## config.mk

```make
export PLATFORM = sky130hd
export DESIGN_NAME = axi4lite_xbar_1xn
export DESIGN_NICKNAME = d
export VERILOG_FILES = /design/src/rtl/axi4lite_xbar_1xn.sv
export SDC_FILE = /design/constraint.sdc
export NUM_CORES = 1
export LEC_CHECK = 0
export ABC_AREA = 1
export ABC_CLOCK_PERIOD_IN_PS = 1400
export CORE_AREA = 3 3 297 299
export CTS_BUF_LIST = sky130_fd_sc_hd__clkbuf_8
export CTS_CLUSTER_DIAMETER = 150
export DETAILED_ROUTE_END_ITERATION = 10
export DIE_AREA = 0 0 300 302
export PLACE_DENSITY = 0.3
export SYNTH_ARGS = -nofsm -noshare
export SYNTH_HDL_FRONTEND = slang
export SYNTH_SLANG_ARGS = --single-unit
```

## constraint.sdc

```tcl
create_clock -name clk -period 1.4 [get_ports clk]
set_input_delay 0.42 -clock clk [delete_from_list [all_inputs] [get_ports clk]]
set_output_delay 0.42 -clock clk [all_outputs]
set_load 0.02 [all_outputs]
```

## src/rtl/axi4lite_xbar_1xn.sv

```systemverilog
// 1-to-N AXI4-Lite crossbar: one manager, NUM_SLAVES subordinates, one outstanding
// transaction per direction, with an internal DECERR responder for unmapped addresses.
module axi4lite_xbar_1xn #(
    parameter int NUM_SLAVES = 4,
    parameter int ADDR_WIDTH = 32,
    parameter int DATA_WIDTH = 32,
    parameter logic [NUM_SLAVES*ADDR_WIDTH-1:0] SLAVE_ADDR_BASES = {NUM_SLAVES{32'h0}},
    parameter logic [NUM_SLAVES*ADDR_WIDTH-1:0] SLAVE_ADDR_MASKS = {NUM_SLAVES{32'hF000_0000}},
    localparam int STRB_W = DATA_WIDTH/8,
    localparam int SEL_W  = $clog2(NUM_SLAVES+1)
) (
    input  logic                             clk,
    input  logic                             resetn,
    input  logic                             m_awvalid,
    output logic                             m_awready,
    input  logic [ADDR_WIDTH-1:0]            m_awaddr,
    input  logic [2:0]                       m_awprot,
    input  logic                             m_wvalid,
    output logic                             m_wready,
    input  logic [DATA_WIDTH-1:0]            m_wdata,
    input  logic [STRB_W-1:0]                m_wstrb,
    output logic                             m_bvalid,
    input  logic                             m_bready,
    output logic [1:0]                       m_bresp,
    input  logic                             m_arvalid,
    output logic                             m_arready,
    input  logic [ADDR_WIDTH-1:0]            m_araddr,
    input  logic [2:0]                       m_arprot,
    output logic                             m_rvalid,
    input  logic                             m_rready,
    output logic [DATA_WIDTH-1:0]            m_rdata,
    output logic [1:0]                       m_rresp,
    output logic [NUM_SLAVES-1:0]            s_awvalid,
    input  logic [NUM_SLAVES-1:0]            s_awready,
    output logic [NUM_SLAVES*ADDR_WIDTH-1:0] s_awaddr,
    output logic [NUM_SLAVES*3-1:0]          s_awprot,
    output logic [NUM_SLAVES-1:0]            s_wvalid,
    input  logic [NUM_SLAVES-1:0]            s_wready,
    output logic [NUM_SLAVES*DATA_WIDTH-1:0] s_wdata,
    output logic [NUM_SLAVES*STRB_W-1:0]     s_wstrb,
    input  logic [NUM_SLAVES-1:0]            s_bvalid,
    output logic [NUM_SLAVES-1:0]            s_bready,
    input  logic [NUM_SLAVES*2-1:0]          s_bresp,
    output logic [NUM_SLAVES-1:0]            s_arvalid,
    input  logic [NUM_SLAVES-1:0]            s_arready,
    output logic [NUM_SLAVES*ADDR_WIDTH-1:0] s_araddr,
    output logic [NUM_SLAVES*3-1:0]          s_arprot,
    input  logic [NUM_SLAVES-1:0]            s_rvalid,
    output logic [NUM_SLAVES-1:0]            s_rready,
    input  logic [NUM_SLAVES*DATA_WIDTH-1:0] s_rdata,
    input  logic [NUM_SLAVES*2-1:0]          s_rresp
);

    localparam logic [SEL_W-1:0] DEC = SEL_W'(NUM_SLAVES);

    typedef enum logic [1:0] {W_IDLE, W_DATA, W_RESP} wstate_t;
    typedef enum logic       {R_IDLE, R_DATA}         rstate_t;

    wstate_t          w_q, w_d;
    rstate_t          r_q, r_d;
    logic [SEL_W-1:0] wsel_q, wsel_d, rsel_q, rsel_d;
    logic [SEL_W-1:0] sel_aw, sel_ar;

    // Descending scan so the lowest matching index is the one left standing.
    function automatic logic [SEL_W-1:0] decode(input logic [ADDR_WIDTH-1:0] addr);
        logic [SEL_W-1:0] sel;
        sel = DEC;
        for (int i = NUM_SLAVES-1; i >= 0; i--) begin
            if ((addr & SLAVE_ADDR_MASKS[i*ADDR_WIDTH +: ADDR_WIDTH]) ==
                (SLAVE_ADDR_BASES[i*ADDR_WIDTH +: ADDR_WIDTH] &
                 SLAVE_ADDR_MASKS[i*ADDR_WIDTH +: ADDR_WIDTH]))
                sel = SEL_W'(i);
        end
        return sel;
    endfunction

    assign sel_aw = decode(m_awaddr);
    assign sel_ar = decode(m_araddr);

    assign s_awaddr = {NUM_SLAVES{m_awaddr}};
    assign s_awprot = {NUM_SLAVES{m_awprot}};
    assign s_wdata  = {NUM_SLAVES{m_wdata}};
    assign s_wstrb  = {NUM_SLAVES{m_wstrb}};
    assign s_araddr = {NUM_SLAVES{m_araddr}};
    assign s_arprot = {NUM_SLAVES{m_arprot}};

    always_ff @(posedge clk or negedge resetn) begin
        if (!resetn) begin
            w_q    <= W_IDLE;
            r_q    <= R_IDLE;
            wsel_q <= '0;
            rsel_q <= '0;
        end else begin
            w_q    <= w_d;
            r_q    <= r_d;
            wsel_q <= wsel_d;
            rsel_q <= rsel_d;
        end
    end

    always_comb begin
        w_d       = w_q;
        wsel_d    = wsel_q;
        s_awvalid = '0;
        s_wvalid  = '0;
        s_bready  = '0;
        m_awready = 1'b0;
        m_wready  = 1'b0;
        m_bvalid  = 1'b0;
        m_bresp   = 2'b00;
        unique case (w_q)
            W_IDLE: begin
                if (sel_aw == DEC) m_awready = 1'b1;
                for (int i = 0; i < NUM_SLAVES; i++) begin
                    if (sel_aw == SEL_W'(i)) begin
                        s_awvalid[i] = m_awvalid;
                        m_awready    = s_awready[i];
                    end
                end
                if (m_awvalid && m_awready) begin
                    wsel_d = sel_aw;
                    w_d    = W_DATA;
                end
            end
            W_DATA: begin
                if (wsel_q == DEC) m_wready = 1'b1;
                for (int i = 0; i < NUM_SLAVES; i++) begin
                    if (wsel_q == SEL_W'(i)) begin
                        s_wvalid[i] = m_wvalid;
                        m_wready    = s_wready[i];
                    end
                end
                if (m_wvalid && m_wready) w_d = W_RESP;
            end
            W_RESP: begin
                if (wsel_q == DEC) begin
                    m_bvalid = 1'b1;
                    m_bresp  = 2'b11;
                end
                for (int i = 0; i < NUM_SLAVES; i++) begin
                    if (wsel_q == SEL_W'(i)) begin
                        m_bvalid    = s_bvalid[i];
                        m_bresp     = s_bresp[i*2 +: 2];
                        s_bready[i] = m_bready;
                    end
                end
                if (m_bvalid && m_bready) w_d = W_IDLE;
            end
            default: w_d = W_IDLE;
        endcase
    end

    always_comb begin
        r_d       = r_q;
        rsel_d    = rsel_q;
        s_arvalid = '0;
        s_rready  = '0;
        m_arready = 1'b0;
        m_rvalid  = 1'b0;
        m_rdata   = '0;
        m_rresp   = 2'b00;
        unique case (r_q)
            R_IDLE: begin
                if (sel_ar == DEC) m_arready = 1'b1;
                for (int i = 0; i < NUM_SLAVES; i++) begin
                    if (sel_ar == SEL_W'(i)) begin
                        s_arvalid[i] = m_arvalid;
                        m_arready    = s_arready[i];
                    end
                end
                if (m_arvalid && m_arready) begin
                    rsel_d = sel_ar;
                    r_d    = R_DATA;
                end
            end
            R_DATA: begin
                if (rsel_q == DEC) begin
                    m_rvalid = 1'b1;
                    m_rresp  = 2'b11;
                end
                for (int i = 0; i < NUM_SLAVES; i++) begin
                    if (rsel_q == SEL_W'(i)) begin
                        m_rvalid    = s_rvalid[i];
                        m_rdata     = s_rdata[i*DATA_WIDTH +: DATA_WIDTH];
                        m_rresp     = s_rresp[i*2 +: 2];
                        s_rready[i] = m_rready;
                    end
                end
                if (m_rvalid && m_rready) r_d = R_IDLE;
            end
            default: r_d = R_IDLE;
        endcase
    end

endmodule

```

==> results of run 1 <==
-- logic make-up (layout without fill, tap and decap cells) --
| family | Yosys count | count (layout) | synth area share |
|---|---|---|---|
| AO/OA/AOI/OAI | 3 | 3 | 0.003906 |
| buffers and inverters | 487 | 234 | 0.8468 |
| flip-flops | 5 | 5 | 0.03004 |
| other | 1 | 15 | 0.0009003 |
| AND/OR/NAND/NOR | 80 | 80 | 0.1184 |
-- cells in the final DEF, fill, tap and decap left out, types with 3 or more instances in the layout --
cell | Yosys | routed
conb_1 | 1 | 15
dfrtp_1 | 5 | 4
inv_1 | 42 | 35
inv_2 | 1 | 8
dlygate4sd2_1 | 0 | 15
nor3_2 | 0 | 3
clkdlybuf4s15_1 | 0 | 20
clkbuf_2 | 0 | 10
nor2_2 | 9 | 3
clkbuf_8 | 0 | 3
nor2_1 | 25 | 5
nand2_1 | 16 | 10
nand2_2 | 0 | 4
nor2_4 | 21 | 47
nand3_2 | 0 | 4
buf_4 | 439 | 47
clkdlybuf4s50_1 | 0 | 34
buf_6 | 1 | 47
buf_2 | 0 | 10
-- synth_stat cells (all sizes together) --
library cell / number
o21ai: 2
nor2: 55
nor3: 4
buf: 443
or2: 1
inv: 43
o22ai: 1
nand2: 16
clkbuf: 1
dfrtp: 5
nand3: 4
conb: 1
-- registers in the layout (all words and copies together), names as in the netlist --
| register | count |
|---|---|
| r_q | 1 |
| rsel_q | 1 |
| w_q | 2 |
| wsel_q | 1 |
-- routing by layer --
| metal | vias to the layer above | routed length [µm] | global-route usage |
|---|---|---|---|
| li1 | 765 | - | - |
| met1 | 739 | 1984 | 0.01158 |
| met2 | 293 | 4652 | 0.03116 |
| met3 | 88 | 2796 | 0.02383 |
| met4 | 2 | 1029 | 0.02272 |
| met5 | - | 38 | 0.003175 |
-- final cells by class --
| type | instances | area share |
|---|---|---|
| Clock buffer | 3 | 0.009494 |
| Inverter | 43 | 0.03769 |
| Timing Repair Buffer | 187 | 0.4022 |
| Sequential cell | 5 | 0.02906 |
| Tap cell | 1144 | 0.3291 |
| Multi-Input combinational cell | 98 | 0.1916 |
| Clock inverter | 1 | 0.0008631 |
-- final timing paths --
check / start / end / slack [ps] / cells past startpoint
min in group clk: rsel_q[2]$_DFFE_PN0P_ / rsel_q[2]$_DFFE_PN0P_ / 630 / 3
hold reg to reg: rsel_q[2]$_DFFE_PN0P_ / rsel_q[2]$_DFFE_PN0P_ / 630 / 3
max in group asynchronous: resetn / wsel_q[2]$_DFFE_PN0P_ / 700 / 1
setup reg to reg: wsel_q[2]$_DFFE_PN0P_ / w_q[1]$_DFFE_PN0P_ / 80 / 8
hold / removal: resetn / rsel_q[2]$_DFFE_PN0P_ / 450 / 1
setup / recovery: r_q$_DFF_PN0_ / m_rdata[12] / -410 / 5
-- power by group --
part / total [W] / internal [W] / switching [W]
clock network: 0.000272 / 0.000189 / 0.0000828
registers: 0.000280 / 0.000217 / 0.0000638
logic: 0.00363 / 0.00175 / 0.00188
total: 0.00418 / 0.00215 / 0.00203
-- through the flow --
| stage | setup slack [ps] | hold slack, ps | total power, W |
|---|---|---|---|
| floorplan | -92.78 | 124.4 | 0.003446 |
| CTS | -469.6 | 473.3 | 0.004042 |
| global placement | -1002 | 610.2 | 0.003039 |
| finish | -406.5 | 446.1 | 0.004181 |
| global route | -489.0 | 471.8 | 0.004474 |
| detailed placement | -979.5 | 610.9 | 0.003043 |
-- repair_timing --
item | 4_1_cts | 5_1_grt
gates cloned | 2 | 0
resized for setup | 409 | 49
buffers inserted | 26 | 4
pin swaps | 24 | 15
endpoints found under the setup margin | 78 | 65
==> results.json, run 1 <==
{
  "synth_area_um2": 4165,
  "critPathMaxStageDelay_ps": 350,
  "path_delay_family": "simple AND/OR/NAND/NOR gates",
  "finish.utilization": 0.05092,
  "grt_setup_unrepaired": "true",
  "wire_per_inst_um": 7.090,
  "yosysSeqAreaShare": 0.03004,
  "die_area_um2": 90600,
  "layout.nets": 615,
  "grt_max_degree": 9,
  "portBuffers": 133,
  "fin_crit_sh": 1.290,
  "antenna_found_initial": 0,
  "layout_min_cycle_time_ps": 1806,
  "synth.area.top_cells": "buf_4 79%, nor2_4 5.7%, inv_1 3.8%",
  "routed_wl_um": 10500,
  "diodes": 0,
  "cp_data_required_time_ps": 980,
  "hold_path.class": "input port to asynchronous set/reset pin",
  "maxCapViolations": 0,
  "dieWidth_um": 300,
  "violations": "setup timing",
  "avgSynthCellArea_um2": 7.231,
  "crit_buf_inv": 3,
  "root_buffer": "clkbuf_8",
  "synth_warnings": 0,
  "grt_pass1_wl_um": 14020,
  "cts_hold_buf": 0,
  "dp.cells": 1449,
  "crit_path_start_kind": "register",
  "yosysTopAreaCellShare": 0.7912,
  "grt_overflow": 0,
  "cts-htree-levels": 1,
  "gp_congestion": 0.6789,
  "clock_latency_ps": 230,
  "die_h_um": 302,
  "first_pass_iters": 3,
  "fillerInstances": 10220,
  "fin_ws_ps": -406.5,
  "dpl.hpwl_um": 8401,
  "regArea_um2": 126.4,
  "power_leakage_nw": 1.514,
  "drive_gt1_frac": 0.5846,
  "area_delta_synth_final_pct": 4.416,
  "placed_area_um2": 3897,
  "yosysUniqueCellTypes": 18,
  "viasPerCell": 1.274,
  "slew_violations": 0,
  "finalSetupViolCount": 46,
  "critical_path_class": "register to output pin",
  "hold_viol_final": 0,
  "stdcell_count": 1481,
  "clock_sinks": 5,
  "crit_fanout": 8,
  "rows": 107,
  "cp_data_arrival_time_ps": 1390,
  "clockBufferDepth": 2,
  "clk_pin_slew_ps": 40,
  "drtIter0Drc": 26,
  "start_util": 0.04877,
  "grt_usage": 0.02083,
  "slowest_stage": "dfrtp_1",
  "drcViolationCount": 0,
  "peakVddDrop_uv": 475.5,
  "clock_skew_ps": 0.09946,
  "vias": 1887,
  "outcome": "finished with violations",
  "stdcell_area_um2": 4349,
  "worstSetupEndpointType": "output pin",
  "coreArea_um2": 85410,
  "crit_chain": "inv_2, or2_4, buf_12, nor2_4, buf_6",
  "synthCells": 576,
  "fin_setup_tns_ps": -14100,
  "synth-seq-cells": 5,
  "powerDensity_nw_per_um2": 961.3,
  "yosys.area.top_type": "buf_4",
  "multi_input_area_um2": 833.3,
  "tritoncts": "yes",
  "ant_nets": 0,
  "grt_pass1_vias": 2105,
  "io_pins": 762,
  "cts_inserted_buffers": 3,
  "fmax_mhz": 553.6
}
Power figures use the tool's default switching activity.
==> run 2, diff against run 1 <==
--- a/config.mk
+++ b/config.mk
@@ -7,11 +7,12 @@
 export LEC_CHECK = 0
 export ABC_AREA = 1
 export ABC_CLOCK_PERIOD_IN_PS = 1400
-export CORE_AREA = 3 3 297 299
+export CORE_AREA = 5 5 290 292
 export CTS_BUF_LIST = sky130_fd_sc_hd__clkbuf_8
 export CTS_CLUSTER_DIAMETER = 150
+export CTS_CLUSTER_SIZE = 16
 export DETAILED_ROUTE_END_ITERATION = 10
-export DIE_AREA = 0 0 300 302
+export DIE_AREA = 0 0 295 297
 export PLACE_DENSITY = 0.3
 export SYNTH_ARGS = -nofsm -noshare
 export SYNTH_HDL_FRONTEND = slang
==> run 2 against run 1 <==
The flow still finishes with violations (setup timing). Sequential share of layout area grew 0.15 points. Global-route usage is essentially flat. Cell count shrank 5.0%. Via count shrank 2.6%. Worst setup slack lost 54 ps. First-iteration DRC count is the same. Design area shrank 3.0%. Utilization grew 0.096 points.
==> results.json, run 2 (synthesized netlist as in run 1, its figures left out) <==
{
  "combPwrFrac": 0.858,
  "gp_congestion": 0.6882,
  "whs_ps": 448.1,
  "dpl.hpwl_um": 8636,
  "drive_gt1_frac": 0.6439,
  "regArea_um2": 128.9,
  "p_sw_frac": 0.4731,
  "io_pins": 762,
  "multi_input_area_um2": 850.8,
  "outcome": "finished with violations",
  "largest_reg_flops": 2,
  "grt_overflow": 0,
  "final_cell_mix": "50 x buf_6, 45 x nor2_4, 42 x buf_4",
  "peakVddDrop_uv": 364.7,
  "layout.nets": 615,
  "start_util": 0.05122,
  "fillerInstances": 9599,
  "routed_wl_um": 10450,
  "clockBufferDepth": 2,
  "met2WireLength_um": 4716,
  "path_delay_family": "simple AND/OR/NAND/NOR gates",
  "grt_pass1_vias": 2033,
  "root_buffer": "clkbuf_8",
  "cp_data_required_time_ps": 980,
  "stdcell_count": 1407,
  "cp_data_arrival_time_ps": 1440,
  "layout_min_cycle_time_ps": 1861,
  "diodes": 0,
  "maxCapViolations": 0,
  "clock_latency_ps": 220,
  "clkPwrFrac": 0.064,
  "drtIter0Drc": 26,
  "critical_path_class": "register to output pin",
  "tritoncts": "yes",
  "dieWidth_um": 295,
  "worstSetupEndpointType": "output pin",
  "crit_fanout": 5,
  "final_common_cell": "buf_6",
  "fmax_mhz": 537.4,
  "crit_top_cell": "buf_6",
  "cts-htree-levels": 1,
  "crit_chain": "or2_4, buf_12, buf_6, nor2_4, buf_6",
  "met1Wirelength_um": 2346,
  "cts_inserted_buffers": 3,
  "hold_path.class": "input port to asynchronous set/reset pin",
  "clk_pin_slew_ps": 40,
  "largest-register": "w_q",
  "clock_sinks": 5,
  "cts_hold_buf": 0,
  "grt_pass1_wl_um": 13800,
  "die_area_um2": 87620,
  "area_delta_synth_final_pct": 1.292,
  "fin_ws_ps": -460.7,
  "finish.utilization": 0.05188,
  "critPathMaxStageDelay_ps": 400,
  "die_h_um": 297,
  "portBuffers": 133,
  "fin_crit_sh": 1.329,
  "slew_violations": 0,
  "power.internal_w": 0.002248,
  "p_sw_w": 0.002018,
  "ant_nets": 0,
  "grt_setup_unrepaired": "true",
  "slowest_stage": "dfrtp_2",
  "grt_usage": 0.02081,
  "antenna_found_initial": 0,
  "rows": 105,
  "vias": 1837,
  "p_total_w": 0.004266,
  "crit_path_start_kind": "register",
  "pwr-share-seq": 0.078,
  "coreArea_um2": 81320,
  "viasPerCell": 1.306,
  "dp.cells": 1383,
  "grt_max_degree": 9,
  "drcViolationCount": 0,
  "first_pass_iters": 2,
  "finalSetupViolCount": 46,
  "powerDensity_nw_per_um2": 1011,
  "clock_skew_ps": 0.2499,
  "violations": "setup timing",
  "wire_per_inst_um": 7.428,
  "power_leakage_nw": 1.523,
  "hold_viol_final": 0,
  "crit_buf_inv": 3,
  "highest_layer": "met4",
  "dr_wl_met3_um": 2365
}
-- run 2: cell types whose count changed in the layout (fill, tap and decap cells not counted), sizes merged --
cell and change:
clkdlybuf4s15 -16, dlymetal6s2s +2, clkdlybuf4s50 -1, buf +18, dlygate4sd2 -4, or2 +1
-- run 2: per-layer routing --
metal	GRT usage	up-vias
met1	0.01419	727
met5	0.009978	-
met3	0.01717	99
met2	0.03219	249
li1	-	762
met4	0.02177	0
-- run 2: final timing paths --
kind	startpoint	to	slack, ps	cells after the start
worst min-delay path	resetn	r_q$_DFF_PN0_	450	1
max in group asynchronous	resetn	wsel_q[2]$_DFFE_PN0P_	710	1
min in group clk	rsel_q[2]$_DFFE_PN0P_	rsel_q[2]$_DFFE_PN0P_	650	3
worst min register to register	rsel_q[2]$_DFFE_PN0P_	rsel_q[2]$_DFFE_PN0P_	650	3
worst max-delay path	rsel_q[2]$_DFFE_PN0P_	m_rdata[6]	-460	5
worst max register to register	wsel_q[2]$_DFFE_PN0P_	w_q[1]$_DFFE_PN0P_	310	4
-- run 2: what timing repair did --
item,CTS,global route
endpoints found under the setup margin,78,56
gates cloned,1,0
resized for setup,450,45
pin swaps,23,16
setup buffers,18,2
-- run 2: layout make-up --
class / count / area share
clock inverter: 1 / 0.0008897
tap: 1070 / 0.3173
sequential: 5 / 0.03055
multi-input combinational: 99 / 0.2017
inverter: 43 / 0.03885
clock buffer: 3 / 0.009786
timing repair buffer: 186 / 0.4009
-- run 2: power groups by stage --
stage	sequential (W)	clock, W	combinational, W
after CTS	0.000304	0.000287	0.00356
after global routing	0.000343	0.000301	0.00392
after floorplan	0.000255	0	0.00319
final	0.000332	0.000272	0.00366
after detailed placement	0.000290	0	0.00288
after global placement	0.000286	0	0.00288
-- run 2: metrics by stage --
step	cell area, µm²	TNS, ps	setup slack [ps]
2_1_floorplan	4278	-2877	-92.78
3_3_place_gp	3882	-52740	-928.6
3_5_place_dp	3882	-52750	-936.8
4_1_cts	4136	-16510	-513.2
5_1_grt	4219	-17470	-535.5
6_report	4219	-14810	-460.7
